**config.mk**
```make
export PLATFORM = sky130hd
export DESIGN_NAME = regfile_wb_arbiter
export DESIGN_NICKNAME = d
export VERILOG_FILES = /design/src/rtl/regfile_wb_arbiter_pkg.sv /design/src/rtl/regfile_wb_fifo.sv /design/src/rtl/regfile_wb_arbiter.sv
export SDC_FILE = /design/constraint.sdc
export NUM_CORES = 1
export LEC_CHECK = 0
export ABC_AREA = 1
export CAP_MARGIN = 30
export CORE_MARGIN = 2
export CORE_UTILIZATION = 61
export CTS_CLUSTER_DIAMETER = 80
export CTS_CLUSTER_SIZE = 30
export DETAILED_ROUTE_END_ITERATION = 16
export PLACE_DENSITY_LB_ADDON = 0.05
export SYNTH_ARGS = -nofsm -noshare
export SYNTH_HDL_FRONTEND = slang
export SYNTH_SLANG_ARGS = --single-unit
export TNS_END_PERCENT = 100
```
**constraint.sdc**
```tcl
create_clock -name clock -period 7.05 [get_ports clock]
set_input_delay 0.705 -clock clock [delete_from_list [all_inputs] [get_ports clock]]
set_output_delay 0.705 -clock clock [all_outputs]
set_load 0.01 [all_outputs]
```
**src/rtl/regfile_wb_arbiter_pkg.sv**
```systemverilog
// Shared constants for the register-file writeback arbiter and its source FIFOs.
package regfile_wb_arbiter_pkg;

  localparam int ADDR_W = 5;
  localparam int DATA_W = 32;

  // Writeback source indices
  localparam int SRC_ALU  = 0;
  localparam int SRC_LOAD = 1;
  localparam int SRC_LINK = 2;

  // r0 is hard-wired zero: writes to it are dropped at the FIFO input
  localparam logic [ADDR_W-1:0] REG_ZERO = '0;

  // Round-robin successor with wrap at n
  function automatic int rr_succ(input int idx, input int n);
    return (idx + 1 >= n) ? 0 : idx + 1;
  endfunction

endpackage

```
**src/rtl/regfile_wb_fifo.sv**
```systemverilog
// Per-source writeback FIFO. Exposes every slot and its valid bit so the
// parent can compare pending destinations against decode read addresses.
module regfile_wb_fifo
  import regfile_wb_arbiter_pkg::*;
#(
  parameter int DEPTH = 2
) (
  input  logic                          clock,
  input  logic                          reset_n,
  input  logic                          push_i,
  input  logic                          pop_i,
  input  logic [ADDR_W-1:0]             push_addr_i,
  input  logic [DATA_W-1:0]             push_data_i,
  output logic                          full_o,
  output logic                          empty_o,
  output logic [ADDR_W-1:0]             head_addr_o,
  output logic [DATA_W-1:0]             head_data_o,
  output logic [DEPTH-1:0][ADDR_W-1:0]  ent_addr_o,
  output logic [DEPTH-1:0]              ent_vld_o
);

  localparam int PTR_W = (DEPTH > 1) ? $clog2(DEPTH) : 1;
  localparam int CNT_W = $clog2(DEPTH + 1);

  logic [DEPTH-1:0][ADDR_W-1:0] addr_q;
  logic [DEPTH-1:0][DATA_W-1:0] data_q;
  logic [DEPTH-1:0]             vld_q, vld_d;
  logic [PTR_W-1:0]             rd_ptr_q, wr_ptr_q;
  logic [CNT_W-1:0]             cnt_q, cnt_d;
  logic                         do_push, do_pop;

  assign full_o  = (cnt_q == CNT_W'(DEPTH));
  assign empty_o = (cnt_q == '0);
  assign do_push = push_i && !full_o;
  assign do_pop  = pop_i && !empty_o;

  assign head_addr_o = addr_q[rd_ptr_q];
  assign head_data_o = data_q[rd_ptr_q];
  assign ent_addr_o  = addr_q;
  assign ent_vld_o   = vld_q;

  // Next-state slot valid bits and occupancy; push and pop never hit the same slot
  always_comb begin
    vld_d = vld_q;
    cnt_d = cnt_q;
    if (do_push) vld_d[wr_ptr_q] = 1'b1;
    if (do_pop)  vld_d[rd_ptr_q] = 1'b0;
    case ({do_push, do_pop})
      2'b10:   cnt_d = cnt_q + 1'b1;
      2'b01:   cnt_d = cnt_q - 1'b1;
      default: cnt_d = cnt_q;
    endcase
  end

  // Storage, pointers and occupancy; reset discards all buffered entries
  always_ff @(posedge clock or negedge reset_n) begin
    if (!reset_n) begin
      addr_q   <= '0;
      data_q   <= '0;
      vld_q    <= '0;
      rd_ptr_q <= '0;
      wr_ptr_q <= '0;
      cnt_q    <= '0;
    end else begin
      vld_q <= vld_d;
      cnt_q <= cnt_d;
      if (do_push) begin
        addr_q[wr_ptr_q] <= push_addr_i;
        data_q[wr_ptr_q] <= push_data_i;
        wr_ptr_q         <= (wr_ptr_q == PTR_W'(DEPTH - 1)) ? '0 : wr_ptr_q + 1'b1;
      end
      if (do_pop)
        rd_ptr_q <= (rd_ptr_q == PTR_W'(DEPTH - 1)) ? '0 : rd_ptr_q + 1'b1;
    end
  end

endmodule

```
**src/rtl/regfile_wb_arbiter.sv**
```systemverilog
// Register-file write-port arbiter: per-source FIFOs drained round-robin into a
// registered write port, plus pending-write hazard flags and a sticky WAW error.
module regfile_wb_arbiter
  import regfile_wb_arbiter_pkg::*;
#(
  parameter int NUM_REQ    = 3,
  parameter int FIFO_DEPTH = 2
) (
  input  logic                      clock,
  input  logic                      reset_n,
  input  logic [NUM_REQ-1:0]        req_valid,
  output logic [NUM_REQ-1:0]        req_ready,
  input  logic [NUM_REQ*ADDR_W-1:0] req_addr,
  input  logic [NUM_REQ*DATA_W-1:0] req_data,
  output logic                      w_en,
  output logic [ADDR_W-1:0]         w_address_d_5,
  output logic [DATA_W-1:0]         w_data_dval_32,
  input  logic [ADDR_W-1:0]         rd_addr_s1,
  input  logic [ADDR_W-1:0]         rd_addr_s2,
  output logic                      hazard_s1,
  output logic                      hazard_s2,
  output logic                      err_waw
);

  localparam int RR_W = (NUM_REQ > 1) ? $clog2(NUM_REQ) : 1;

  logic [NUM_REQ-1:0]                               push, pop, full, empty;
  logic [NUM_REQ-1:0][ADDR_W-1:0]                   head_addr;
  logic [NUM_REQ-1:0][DATA_W-1:0]                   head_data;
  logic [NUM_REQ-1:0][FIFO_DEPTH-1:0][ADDR_W-1:0]   ent_addr;
  logic [NUM_REQ-1:0][FIFO_DEPTH-1:0]               ent_vld;

  logic [RR_W-1:0]   rr_q, rr_d, grant_idx;
  logic              grant_vld;
  logic              w_en_q, w_en_d;
  logic [ADDR_W-1:0] w_addr_q, w_addr_d;
  logic [DATA_W-1:0] w_data_q, w_data_d;
  logic              err_waw_q, err_waw_d;
  logic              waw_hit, haz1_raw, haz2_raw;

  // One FIFO per source; r0 writes are handshaken but never enqueued
  for (genvar i = 0; i < NUM_REQ; i++) begin : g_src
    assign req_ready[i] = !full[i];
    assign push[i]      = req_valid[i] && !full[i] &&
                          (req_addr[i*ADDR_W +: ADDR_W] != REG_ZERO);
    assign pop[i]       = grant_vld && (grant_idx == RR_W'(i));

    regfile_wb_fifo #(.DEPTH(FIFO_DEPTH)) u_fifo (
      .clock       (clock),
      .reset_n     (reset_n),
      .push_i      (push[i]),
      .pop_i       (pop[i]),
      .push_addr_i (req_addr[i*ADDR_W +: ADDR_W]),
      .push_data_i (req_data[i*DATA_W +: DATA_W]),
      .full_o      (full[i]),
      .empty_o     (empty[i]),
      .head_addr_o (head_addr[i]),
      .head_data_o (head_data[i]),
      .ent_addr_o  (ent_addr[i]),
      .ent_vld_o   (ent_vld[i])
    );
  end

  // Round-robin pick: first non-empty head scanning upward from rr_q
  always_comb begin
    int idx;
    grant_vld = 1'b0;
    grant_idx = '0;
    idx       = 0;
    for (int k = 0; k < NUM_REQ; k++) begin
      idx = int'(rr_q) + k;
      if (idx >= NUM_REQ) idx = idx - NUM_REQ;
      if (!grant_vld && !empty[idx]) begin
        grant_vld = 1'b1;
        grant_idx = RR_W'(idx);
      end
    end
  end

  // Next-state for pointer and write-port drive
  always_comb begin
    rr_d     = rr_q;
    w_en_d   = grant_vld;
    w_addr_d = w_addr_q;
    w_data_d = w_data_q;
    if (grant_vld) begin
      rr_d     = RR_W'(rr_succ(int'(grant_idx), NUM_REQ));
      w_addr_d = head_addr[grant_idx];
      w_data_d = head_data[grant_idx];
    end
  end

  // Accepted nonzero address already pending in another source's FIFO
  always_comb begin
    waw_hit = 1'b0;
    for (int i = 0; i < NUM_REQ; i++)
      for (int j = 0; j < NUM_REQ; j++)
        for (int d = 0; d < FIFO_DEPTH; d++)
          if (push[i] && (i != j) && ent_vld[j][d] &&
              (ent_addr[j][d] == req_addr[i*ADDR_W +: ADDR_W]))
            waw_hit = 1'b1;
    err_waw_d = err_waw_q || waw_hit;
  end

  // Pending-write hazards: any buffered entry or the live write-port value
  always_comb begin
    haz1_raw = w_en_q && (w_addr_q == rd_addr_s1);
    haz2_raw = w_en_q && (w_addr_q == rd_addr_s2);
    for (int i = 0; i < NUM_REQ; i++)
      for (int d = 0; d < FIFO_DEPTH; d++) begin
        if (ent_vld[i][d] && (ent_addr[i][d] == rd_addr_s1)) haz1_raw = 1'b1;
        if (ent_vld[i][d] && (ent_addr[i][d] == rd_addr_s2)) haz2_raw = 1'b1;
      end
  end

  assign hazard_s1 = haz1_raw && (rd_addr_s1 != REG_ZERO);
  assign hazard_s2 = haz2_raw && (rd_addr_s2 != REG_ZERO);

  // Registered write port, RR pointer and sticky error
  always_ff @(posedge clock or negedge reset_n) begin
    if (!reset_n) begin
      rr_q      <= '0;
      w_en_q    <= 1'b0;
      w_addr_q  <= '0;
      w_data_q  <= '0;
      err_waw_q <= 1'b0;
    end else begin
      rr_q      <= rr_d;
      w_en_q    <= w_en_d;
      w_addr_q  <= w_addr_d;
      w_data_q  <= w_data_d;
      err_waw_q <= err_waw_d;
    end
  end

  assign w_en           = w_en_q;
  assign w_address_d_5  = w_addr_q;
  assign w_data_dval_32 = w_data_q;
  assign err_waw        = err_waw_q;

endmodule

```
==> impl_metrics.yaml <==
floorplanning:
  fp.coreArea_um2: 23330
  start_util: 0.6165
  dieArea_um2: 24820
  die_height_um: 157.6
  num_rows: 56
  fp.dieW_um: 157.6
  io_pins: 170
final_layout:
  drive_gt1_frac: 0.04894
  syn2layout_area_growth_pct: 15.01
  fin_area_um2: 16540
  nFillCells: 1863
  fin_nets: 2006
route:
  vias: 13310
  post_drt_via_cell_ratio: 6.050
  remaining_drc_errors: 0
  wl_mm: 47.09
  wire_per_inst_um: 21.41
  ant_nets: 0
  drt_first_iter_violations: 1533
  dr.pass1.iters: 8
sta:
  worst_slew_pin_slew_ns: 1.021
  rsz0062_at_grt: "false"
  hold_viol: 0
  setup_tns_ns: 0
  slew-limit-headroom: 0.3121
  period_share: 0.5318
  fin_worst_skew_ns: 0.01945
  fin_crit_ns: 3.749
  clock.fmax_ghz: 0.2667
  finalWorstSetupSlack_ns: 3.301
  slew_viol_final: 0
  setup_viol: 0
yosys:
  synth_seq_cells: 281
  synth_cells: 1792
  synth_top_area_share: 0.4889
  synthXorXnorAreaFrac: 0.02923
  synth_top_family_by_area: "simple AND/OR/NAND/NOR gates"
  synth-compound-area-share: 0.1475
  synth.cell_area_um2: 14380
  synth_top_cell_by_area: "dfrtp_1"
  synth_area_leaders: "dfrtp_1 49%, nand2_1 15%, o21ai_0 8.3%"
  syn_nets: 1923
  postSynthAreaPerCell_um2: 8.027
  yosys.cell_types.count: 43
  synthAdderAreaFrac: 0.004349
  synth_mux_area_frac: 0.02427
  yosysSeqAreaShare: 0.4889
  synthSimpleGateAreaFrac: 0.2190
  yosys_warnings: 0
setup_path:
  r2r_setup_slack_ns: 3.87
  cp-end-kind: "primary output"
  worstRegToRegCells: 17
  crit_required_ns: 6.34
  worst_r2r_endpoint: "g_src[2].u_fifo.cnt_q[1]$_DFFE_PN0P_"
  slowest_delay_ns: 0.66
  r2r_start: "rr_q[0]$_DFFE_PN0N_"
  crit_fanout: 9
  critical_path.cell_chain: "clkdlybuf4s50_1 -> clkinv_1 -> a221oi_1 -> nand3_1 -> nand2_1 -> nor2_1 -> a22oi_1 -> clkdlybuf4s50_1"
  cp_common_cell: "clkdlybuf4s50_1"
  critPathLaunchType: "input pin"
  cp_slowest_cell: "clkdlybuf4s50_1"
  cp.arrival_ns: 3.04
  worstSetupPathType: "in -> out"
placed_design:
  post-place-ws_ns: 3.313
  io_buffers: 169
  postPlaceCellArea_um2: 16080
  dp_hpwl_mm: 32.52
  place.gp.congestion: 1.040
clocking:
  ctsHoldBuffers: 0
  cts-root-buf: "clkbuf_16"
  postCtsSetupRepairBufs: 0
  clock_latency_ns: 0.52
  cts_buffer_depth: 3
  ctsResizeCount: 0
  htreeDepth: 1
  clk_pin_slew_ns: 0.10
  cts_tree: "done"
  cts_buffers: 14
  clock_sinks: 281
power:
  leakage_nw: 7.807
  comb_power_share: 0.498
  power.internal_mw: 4.238
  power_density_nw_per_um2: 495.4
  pwr-share-clk: 0.120
  p_sw_mw: 3.957
  seqPwrFrac: 0.382
  p_sw_frac: 0.4828
  vdd_drop_max_mv: 0.2790
  finalPower_mw: 8.195
grt:
  antenna_found_initial: 1
  overflow: 0
  grtUsageMet3: 0.08728
  grt_pass1_vias: 12580
  grt-busiest-layer: "met2"
  grt_pass1_wl_mm: 72.35
  met2_usage: 0.5766
  grt.met1_usage: 0.5225
  grt_max_degree: 169
  grt_usage: 0.3863
run:
  cap_violations: 0
outcome:
  status: "complete, no violations"
hold_path:
  hp-class: "in -> async"
## worst max-delay path, delay by kind of cell
| family | cells | cell delay, ns |
|---|---|---|
| buffers and inverters | 3 | 1.55 |
| AO/OA/AOI/OAI | 2 | 0.51 |
| AND/OR/NAND/NOR | 3 | 0.26 |
## how the worst max path moves through the flow
stage                   from         to  slack (ns)  depth (start not counted)
2_1_floorplan  rd_addr_s2[1]  hazard_s2        4.58                          7
3_3_place_gp   rd_addr_s1[3]  hazard_s1        3.31                          8
3_5_place_dp   rd_addr_s1[3]  hazard_s1        3.31                          8
4_1_cts        rd_addr_s1[3]  hazard_s1        3.32                          8
5_1_grt        rd_addr_s1[3]  hazard_s1        3.14                          8
6_report       rd_addr_s1[3]  hazard_s1        3.30                          8
## per-stage QoR
stage,hold slack [ns],util,instances
floorplan,0.4094,-,1792
global placement,0.4543,0.6883,2177
detailed placement,0.4585,0.6891,2178
CTS,0.3058,0.7089,2199
global route,0.3100,0.7089,2199
finish,0.2321,0.7090,2200
## registers in the layout (all words and copies together) (netlist names)
register and count:
err_waw 1, g_src.u_fifo.cnt_q 6, g_src.u_fifo.data_q 192, g_src.u_fifo.ent_addr_o 30, g_src.u_fifo.ent_vld_o 6, g_src.u_fifo.rd_ptr_q 3, g_src.u_fifo.wr_ptr_q 3, rr_q 2
w_address_d_5 5, w_data_dval_32 32, w_en 1
## cell usage after synthesis
cell         n
nand2_1    563
dfrtp_1    281
o21ai_0    239
inv_1      180
clkbuf_1    72
nand3_1     60
nand4_1     54
a21oi_1     40
o22ai_1     40
xor2_1      34
mux2_2      31
nor2_1      31
buf_2       26
a221oi_1    19
nor3_1      15
a31oi_1     14
xnor2_1     14
o21ai_1     11
buf_4        8
a22oi_1      7
buf_6        6
ha_1         5
o2111ai_1    5
nand2_2      4
clkinv_1     3
a21boi_0     2
buf_1        2
inv_2        2
inv_4        2
nand2_4      2
nand2_8      2
nand3_2      2
nand3_4      2
nor2_2       2
nor2_8       2
o211ai_1     2
o221ai_1     2
a211oi_1     1
a21boi_1     1
clkinv_2     1
nor4_1       1
o21a_1       1
or2_1        1
## area by class of cell
cell class,count,area [µm²],area share
inverter,188,711.9,0.04304
sequential,281,7034,0.4252
clock buffer,17,402.9,0.02436
multi-input combinational,1209,6122,0.3701
timing repair buffer,181,1812,0.1095
clock inverter,4,57.56,0.003479
tap,319,399.1,0.02413
antenna,1,2.502,0.0001513
## power by group through the flow
stage	logic (mW)	clock network [mW]	registers [mW]
finish	4.08	0.981	3.13
global route	4.51	1.04	3.19
CTS	4.04	0.979	3.09
detailed placement	4.01	0	3.12
global placement	3.88	0	3.09
floorplan	2.89	0	2.80
## cells in the final DEF (no fill, tap or decap), types with 7 or more instances in the layout
master             n
nand4_1           54
mux2_2            31
clkbuf_16         15
o21ai_1           11
clkdlybuf4s50_1  168
nand2_1          562
xor2_1            34
a221oi_1          19
xnor2_1           14
o21ai_0          239
a21oi_1           40
a22oi_1            7
nor3_1            15
o22ai_1           40
nor2_1            29
nand3_1           60
inv_1            180
a31oi_1           14
buf_4             10
dfrtp_1          279
## logic make-up after synthesis
logic type                 after synthesis
xor gates and xnor gates                48
buffers and inverters                  302
DFF                                    281
muxes                                   31
and+or+nand+nor                        741
AOI/OAI and AO/OA                      384
adders and majority gates                5
## routing by layer
| metal | up-vias | wire length, µm | share of wire |
|---|---|---|---|
| met5 | - | 0 | 0 |
| met4 | 0 | 3210 | 0.068 |
| met3 | 161 | 4845 | 0.10 |
| met2 | 797 | 20510 | 0.44 |
| met1 | 6328 | 18530 | 0.39 |
| li1 | 6024 | - | - |
Note: power is estimated with default switching activity, not from simulation.
